**src/rtl/rf_wb_arbiter.sv**
```systemverilog
// Register-file write-back arbiter: round-robin grant among ALU, load and
// mul/div result ports, a one-cycle registered write port, and a pending
// bitmap of outstanding destinations for source hazard checks.
module rf_wb_arbiter #(
    parameter int unsigned DATA_WIDTH = 32,
    parameter int unsigned ADDR_WIDTH = 5
) (
    input  logic                       clk,
    input  logic                       rst_n,
    input  logic [2:0]                 req_valid,
    input  logic [3*ADDR_WIDTH-1:0]    req_waddr,
    input  logic [3*DATA_WIDTH-1:0]    req_wdata,
    output logic [2:0]                 req_ready,
    output logic                       rf_wen,
    output logic [ADDR_WIDTH-1:0]      rf_waddr,
    output logic [DATA_WIDTH-1:0]      rf_wdata,
    input  logic                       iss_valid,
    input  logic [ADDR_WIDTH-1:0]      iss_waddr,
    input  logic [ADDR_WIDTH-1:0]      chk_raddr1,
    input  logic [ADDR_WIDTH-1:0]      chk_raddr2,
    output logic                       chk_busy1,
    output logic                       chk_busy2
);

    localparam int unsigned NUM_REQ  = 3;
    localparam int unsigned NUM_REGS = 1 << ADDR_WIDTH;

    logic [1:0]            ptr;
    logic [1:0]            ptr_next;
    logic [1:0]            cand;
    logic                  grant_any;
    logic [1:0]            grant_idx;
    logic [ADDR_WIDTH-1:0] grant_waddr;
    logic [DATA_WIDTH-1:0] grant_wdata;
    logic [NUM_REGS-1:0]   pending;
    logic [NUM_REGS-1:0]   pending_next;

    // Round-robin search starting at ptr; no grant is ever issued in reset.
    always_comb begin
        req_ready = '0;
        grant_any = 1'b0;
        grant_idx = 2'd0;
        cand      = 2'd0;
        for (int unsigned k = 0; k < NUM_REQ; k++) begin
            cand = 2'((32'(ptr) + k) % NUM_REQ);
            if (rst_n && !grant_any && req_valid[cand]) begin
                grant_any       = 1'b1;
                grant_idx       = cand;
                req_ready[cand] = 1'b1;
            end
        end
        grant_waddr = req_waddr[32'(grant_idx)*ADDR_WIDTH +: ADDR_WIDTH];
        grant_wdata = req_wdata[32'(grant_idx)*DATA_WIDTH +: DATA_WIDTH];
        ptr_next    = ptr;
        if (grant_any) begin
            ptr_next = (grant_idx == 2'd2) ? 2'd0 : grant_idx + 2'd1;
        end
    end

    // Pending bitmap update: clear on acceptance, then set on issue so set wins.
    always_comb begin
        pending_next = pending;
        if (grant_any) begin
            pending_next[grant_waddr] = 1'b0;
        end
        if (iss_valid) begin
            pending_next[iss_waddr] = 1'b1;
        end
        pending_next[0] = 1'b0;
    end

    // Hazard lookup against the registered bitmap; x0 is never busy.
    always_comb begin
        chk_busy1 = (chk_raddr1 != '0) && pending[chk_raddr1];
        chk_busy2 = (chk_raddr2 != '0) && pending[chk_raddr2];
    end

    // State and write-port registers; address/data hold when nothing is accepted.
    always_ff @(posedge clk or negedge rst_n) begin
        if (!rst_n) begin
            ptr      <= 2'd0;
            pending  <= '0;
            rf_wen   <= 1'b0;
            rf_waddr <= '0;
            rf_wdata <= '0;
        end else begin
            ptr     <= ptr_next;
            pending <= pending_next;
            rf_wen  <= grant_any && (grant_waddr != '0);
            if (grant_any) begin
                rf_waddr <= grant_waddr;
                rf_wdata <= grant_wdata;
            end
        end
    end

endmodule

```
**config.mk**
```make
export PLATFORM = sky130hd
export DESIGN_NAME = rf_wb_arbiter
export DESIGN_NICKNAME = d
export VERILOG_FILES = /design/src/rtl/rf_wb_arbiter.sv
export SDC_FILE = /design/constraint.sdc
export NUM_CORES = 1
export LEC_CHECK = 0
export BUFFER_PORTS_ARGS = -buffer_cell sky130_fd_sc_hd__buf_2
export CORE_ASPECT_RATIO = 1.4
export CORE_MARGIN = 2
export CORE_UTILIZATION = 50
export DETAILED_ROUTE_END_ITERATION = 8
export PLACE_DENSITY = 0.9
export SETUP_SLACK_MARGIN = 0.2
export SYNTH_ARGS = -nofsm -noshare
export SYNTH_HDL_FRONTEND = slang
export SYNTH_SLANG_ARGS = --single-unit
```
**constraint.sdc**
```tcl
create_clock -name clk -period 3.45 [get_ports clk]
set_input_delay 0.5175 -clock clk [delete_from_list [all_inputs] [get_ports clk]]
set_output_delay 0.5175 -clock clk [all_outputs]
set_load 0.01 [all_outputs]
```
# Word-level counts from Yosys, hierarchy flattened
# Index checks and enable logic that the tools add are counted.
dict set report op_classes {
  n_eq_ne 1
  mux 32
  magnitude_cmp 12
  n_shift 2
  n_reduce_logical 18
  bitwise_logic 5
  add_sub_neg 3
  n_mul 1
  n_div 3
}
# op count
set ops {}
lappend ops {{$shiftx A96 B8 Y32} 1}
lappend ops {{$mod A32 B2 Y32 const B} 2}
lappend ops {{$mux W32} 2}
lappend ops {{$and A32 B32 Y32} 1}
lappend ops {{$mod A2 B2 Y32 const B} 1}
lappend ops {{$not A32 Y32} 1}
lappend ops {{$or A32 B32 Y32} 1}
lappend ops {{$lt A5 B6 Y1 const B} 4}
lappend ops {{$reduce_bool A5 Y1} 3}
lappend ops {{$shiftx A15 B6 Y5} 1}
lappend ops {{$logic_and A1 B1 Y1} 13}
lappend ops {{$mux W1} 13}
lappend ops {{$bmux W1 S5} 2}
lappend ops {{$demux W1 S5} 2}
lappend ops {{$ge A5 B1 Y1 const B} 2}
lappend ops {{$lt A2 B3 Y1 const B} 3}
lappend ops {{$mux W3} 3}
lappend ops {{$mux W2} 4}
lappend ops {{$bmux W1 S2} 3}
lappend ops {{$demux W1 S2} 3}
lappend ops {{$ge A2 B1 Y1 const B} 3}
lappend ops {{$or A3 B3 Y3} 2}
lappend ops {{$mul A2 B3 Y5 const B} 1}
lappend ops {{$add A2 B1 Y3 const B} 1}
lappend ops {{4 further kinds} 5}
dict set report word_totals {
  in_bits 132
  reg_bits 71
  output_inout_bits 43
  wordCells 82
}

# Depth between registers and ports, before layout
dict set report logic_depth {
  ltp_word 24
  ltp_mapped 12
  depth_no_buf 9
}

# Worst setup path before layout
# No wires, ideal clock.
dict set report synth_timing {
  path_type {input to output}
  start {input chk_raddr1[0]}
  end {output chk_busy1}
  n_path_buf 1
  path_stages 4
  setup_slack_ps 710
  required_time_ps 2932
  arrival_time_ps 2222
  path_cell_list {clkbuf_1 > mux4_2 > mux4_2 > mux2_2}
}
dict set report synth_between {
  elab_chain_len 3
  word_cells_on_any_way 4
  cone_classes {mux: 2; reduce/logical: 2}
}
# item line_no
set synth_lines {}
lappend synth_lines {{from (decl)} 19} ;# input logic [ADDR_WIDTH-1:0] chk_raddr1,
lappend synth_lines {{$bmux W1 S5} 74} ;# chk_busy1 = (chk_raddr1 != '0) && pending[chk_raddr1];
lappend synth_lines {{$mux W1 (not written as such)} 74}
lappend synth_lines {{$logic_and A1 B1 Y1 (*)} 74}
lappend synth_lines {{to (decl)} 21} ;# output logic chk_busy1,
# Every way passes the cells marked *; elsewhere a longest branch is shown, timed or not. The select of a mux whose other input is x is not followed.

# Final worst setup path
dict set report layout_timing {
  start {register ptr[0]}
  end {register pending[29]}
}
dict set report layout_between {
  elab_chain_len 24
  word_cells_on_any_way 36
  cone_classes {add/sub: 2; mul: 1; div: 3; order compare: 2; shift: 1; mux: 16; bitwise: 3; reduce/logical: 8}
}
# item line_no
set layout_lines {}
lappend layout_lines {{from (decl)} 28} ;# logic [1:0] ptr;
lappend layout_lines {{from (signal assigned)} 87} ;# ptr <= ptr_next;
lappend layout_lines {{parallel branches: the longest is 21 deep, another holds $mod A32 B2 Y32} n/a}
lappend layout_lines {{$mux W32 (*)} 63} ;# if (grant_any) begin
lappend layout_lines {{$or A32 B32 Y32 (no line)} n/a}
lappend layout_lines {{$mux W32 (*)} 66} ;# if (iss_valid) begin
lappend layout_lines {{named net pending_next[29]} 36} ;# logic [NUM_REGS-1:0] pending_next;
lappend layout_lines {{to (signal assigned)} 88} ;# pending <= pending_next;
lappend layout_lines {{to (decl)} 35} ;# logic [NUM_REGS-1:0] pending;
# Mark *: on every way through the listed nets, which the timed path passes. The select of a mux whose other input is x is not followed.
# A chain may end at the register's enable or synchronous reset.

==> impl_metrics.toml <==
[clock_tree]
clock_path_buffers = 2
tritoncts = "done"
numCtsBuffers = 9
postCtsSetupBuffers = 0
cts-root-buf = "clkbuf_16"
hold_buffers = 0
h-tree-depth = 3
cts.reportedPaths.clkPinSlew_ns = 0.06
post_cts_resized = 0
insertion_delay_ns = 0.34
cts_sinks = 71

[floorplanning]
rows = 41
io_pins = 175
die_area_um2 = 10100
die_h_um = 118.1
core-area_um2 = 9029
die_w_um = 85.51
initial_core_util_pct = 51.51

[sta]
tightest_slew_ns = 0.8207
min_period_over_period_pct = 87.88
worst_slack_ns = 0.4183
rsz0062_at_grt = "false"
fin_hold_ws_ns = 0.2848
slew_headroom_pct = 45.29
hold_viol_final = 0
setup_viol = 0
clock.fmax_mhz = 329.8
layout_min_cycle_time_ns = 3.032
setup_tns_ns = 0
clock_skew_ns = 0.004210
slew_viol_final = 0

[global_route]
use_met3_pct = 6.311
antenna_found_initial = 0
grt_util_met2_pct = 53.03
grt_overflow = 0
grt_pass1_vias = 4797
grt_max_degree = 47
track_usage_pct = 30.72
grt.busiest_layer = "met2"
grt_pass1_wl_um = 24280
met1_usage_pct = 34.95

[synthesis]
syn-num-nets = 603
async_flop_share_pct = 100.0
synth_compound_area_share_pct = 22.28
synth_top_family_by_area = "compound AO/OA/AOI/OAI gates"
yosys.area_share.simple_pct = 13.08
synthCells = 467
synth_top_flop_cell = "dfrtp_1"
synth-seq-cells = 71
synth-edff-count = 0
synth.distinct_cells = 56
synth_xor_area_share_pct = 0
syn-cell-area_um2 = 4651
avgSynthCellArea_um2 = 9.959
muxShareOfSynthArea_pct = 20.18
synth_fa_ha_area_share_pct = 1.076
seq_area_frac_synth_pct = 38.20
yosys_warnings = 0

[pwr]
comb_power_share_pct = 48.5
pwr-share-seq_pct = 30.3
clkPwrFrac_pct = 21.2
total_leakage_power_nw = 2.696
power_density_nw_per_um2 = 832.2
switching_share_pct = 40.02
peakVddDrop_mv = 0.4188
switching_power_mw = 1.983
p_int_mw = 2.973

[worst_setup_path]
crit_required_ns = 3.71
r2r_cells = 10
cp-end-kind = "flip-flop"
path_class = "reg2reg"
setup.worst_path.start = "ptr[0]"
crit_fanout = 20
rr_startpoint = "ptr[0]"
crit_path_start_kind = "flip-flop"
arrival_ns = 3.29

[routing]
drt_iter0_drc = 397
viasPerCell = 6.353
vias = 4739
drt_pass1_iterations = 5
ant_nets = 0
drc = 0
wl_per_cell_um = 20.21
wl_um = 15080

[cells_and_area]
areaGrowthSynthToFinish_pct = 28.06
antenna_cells = 0
register_area_um2 = 1777
post-route-cell-area_um2 = 5956
fill_cells = 710
fin_cells = 746
drive_gt1_share_pct = 38.50
final_cell_mix = "173 x buf_2, 71 x dfrtp_1, 54 x o21ai_0, 40 x mux2i_1, 34 x nor2_1"
final_common_cell = "buf_2"
nets = 770
multi_input_area_um2 = 2654

[placed_design]
place_ws_ns = 0.4685
dp_cells = 728
place_congestion = 0.9722
placed_area_um2 = 5603
post-dp-hpwl_um = 11540
portBuffers = 174

[min_path]
hold_path_class = "in2async"

[flow_run]
maxCapViolCount = 0

[status]
status = "complete, no violations"
## sequential cells by signal, indices dropped and copies added (netlist names)
signal,flops
rf_wdata,32
pending,31
rf_waddr,5
ptr,2
rf_wen,1
## Yosys cell counts, drive strengths merged (2+ instances only)
| cell type | count | area, um^2 |
|---|---|---|
| nand2b | 3 | 18.77 |
| inv | 20 | 75.07 |
| or3b | 3 | 26.28 |
| o22ai | 6 | 37.54 |
| o21bai | 2 | 18.77 |
| nand2 | 25 | 96.35 |
| a22oi | 32 | 240.2 |
| nand3b | 12 | 90.09 |
| o41ai | 9 | 86.34 |
| and3 | 3 | 18.77 |
| nor3b | 2 | 15.01 |
| nor4b | 2 | 17.52 |
| mux2i | 43 | 450.4 |
| a31oi | 9 | 62.56 |
| mux4 | 18 | 405.4 |
| clkbuf | 17 | 63.81 |
| buf | 15 | 102.6 |
| nand4b | 2 | 17.52 |
| o21ai | 70 | 354.1 |
| nor4 | 12 | 75.07 |
| nand3 | 5 | 25.02 |
| ha | 4 | 50.05 |
| o31ai | 2 | 15.01 |
| nor2 | 35 | 138.9 |
| mux2 | 7 | 82.57 |
| dfrtp | 71 | 1777 |
| a311oi | 3 | 67.56 |
| a21oi | 21 | 105.1 |
| a21o | 2 | 15.01 |
## critical path, stage by stage (launching register included)
cell and delay (ns):
dfrtp_1 0.39, inv_1 0.09, ha_1 0.44, inv_2 0.09, o41ai_2 0.40, o21bai_4 0.24, buf_4 0.35, nor2_1 0.12
a311oi_4 0.53, nor4_1 0.13, a21oi_1 0.18
## power groups by stage
| stage | sequential, mW | clock (mW) | combinational (mW) |
|---|---|---|---|
| final | 1.50 | 1.05 | 2.40 |
| after global routing | 1.54 | 1.09 | 2.62 |
| after CTS | 1.50 | 1.07 | 2.37 |
| after detailed placement | 1.49 | 0 | 2.37 |
| after global placement | 1.48 | 0 | 2.29 |
| after floorplan | 1.53 | 0 | 1.50 |
## area by class of cell
type,instances,share of cell area [%]
clock buffer,10,3.845
clock inverter,6,1.828
inverter,20,1.261
multi-input combinational,344,44.56
sequential,71,29.83
tap,107,2.248
timing repair buffer,188,16.43
## kinds of logic after synthesis
family	Yosys count
AOI/OAI and AO/OA	160
adders and majority gates	4
buffers and inverters	52
DFF	71
muxes	68
and+or+nand+nor	112
## per-stage QoR
| stage | util [%] | power, mW |
|---|---|---|
| 2_1_floorplan | - | 3.035 |
| 3_3_place_gp | 62.06 | 3.769 |
| 3_5_place_dp | 62.06 | 3.859 |
| 4_1_cts | 65.80 | 4.932 |
| 5_1_grt | 65.96 | 5.257 |
| 6_report | 65.96 | 4.956 |
## per-layer routing
layer | vias to the layer above | routed length (um)
met2 | 327 | 7869
met4 | 0 | 685
met3 | 65 | 1392
li1 | 2118 | -
met5 | - | 0
met1 | 2229 | 5128
## path summary, 6_finish.rpt
| check | to | slack, ns |
|---|---|---|
| setup reg to reg | pending[29] | 0.42 |
| min in group clk | rf_wdata[10] | 0.42 |
| setup / recovery | pending[29] | 0.42 |
| hold reg to reg | rf_waddr[4] | 0.49 |
| max in group asynchronous | rf_wdata[8] | 2.67 |
| hold / removal | rf_wdata[26] | 0.28 |
(Power assumes the default switching activity.)
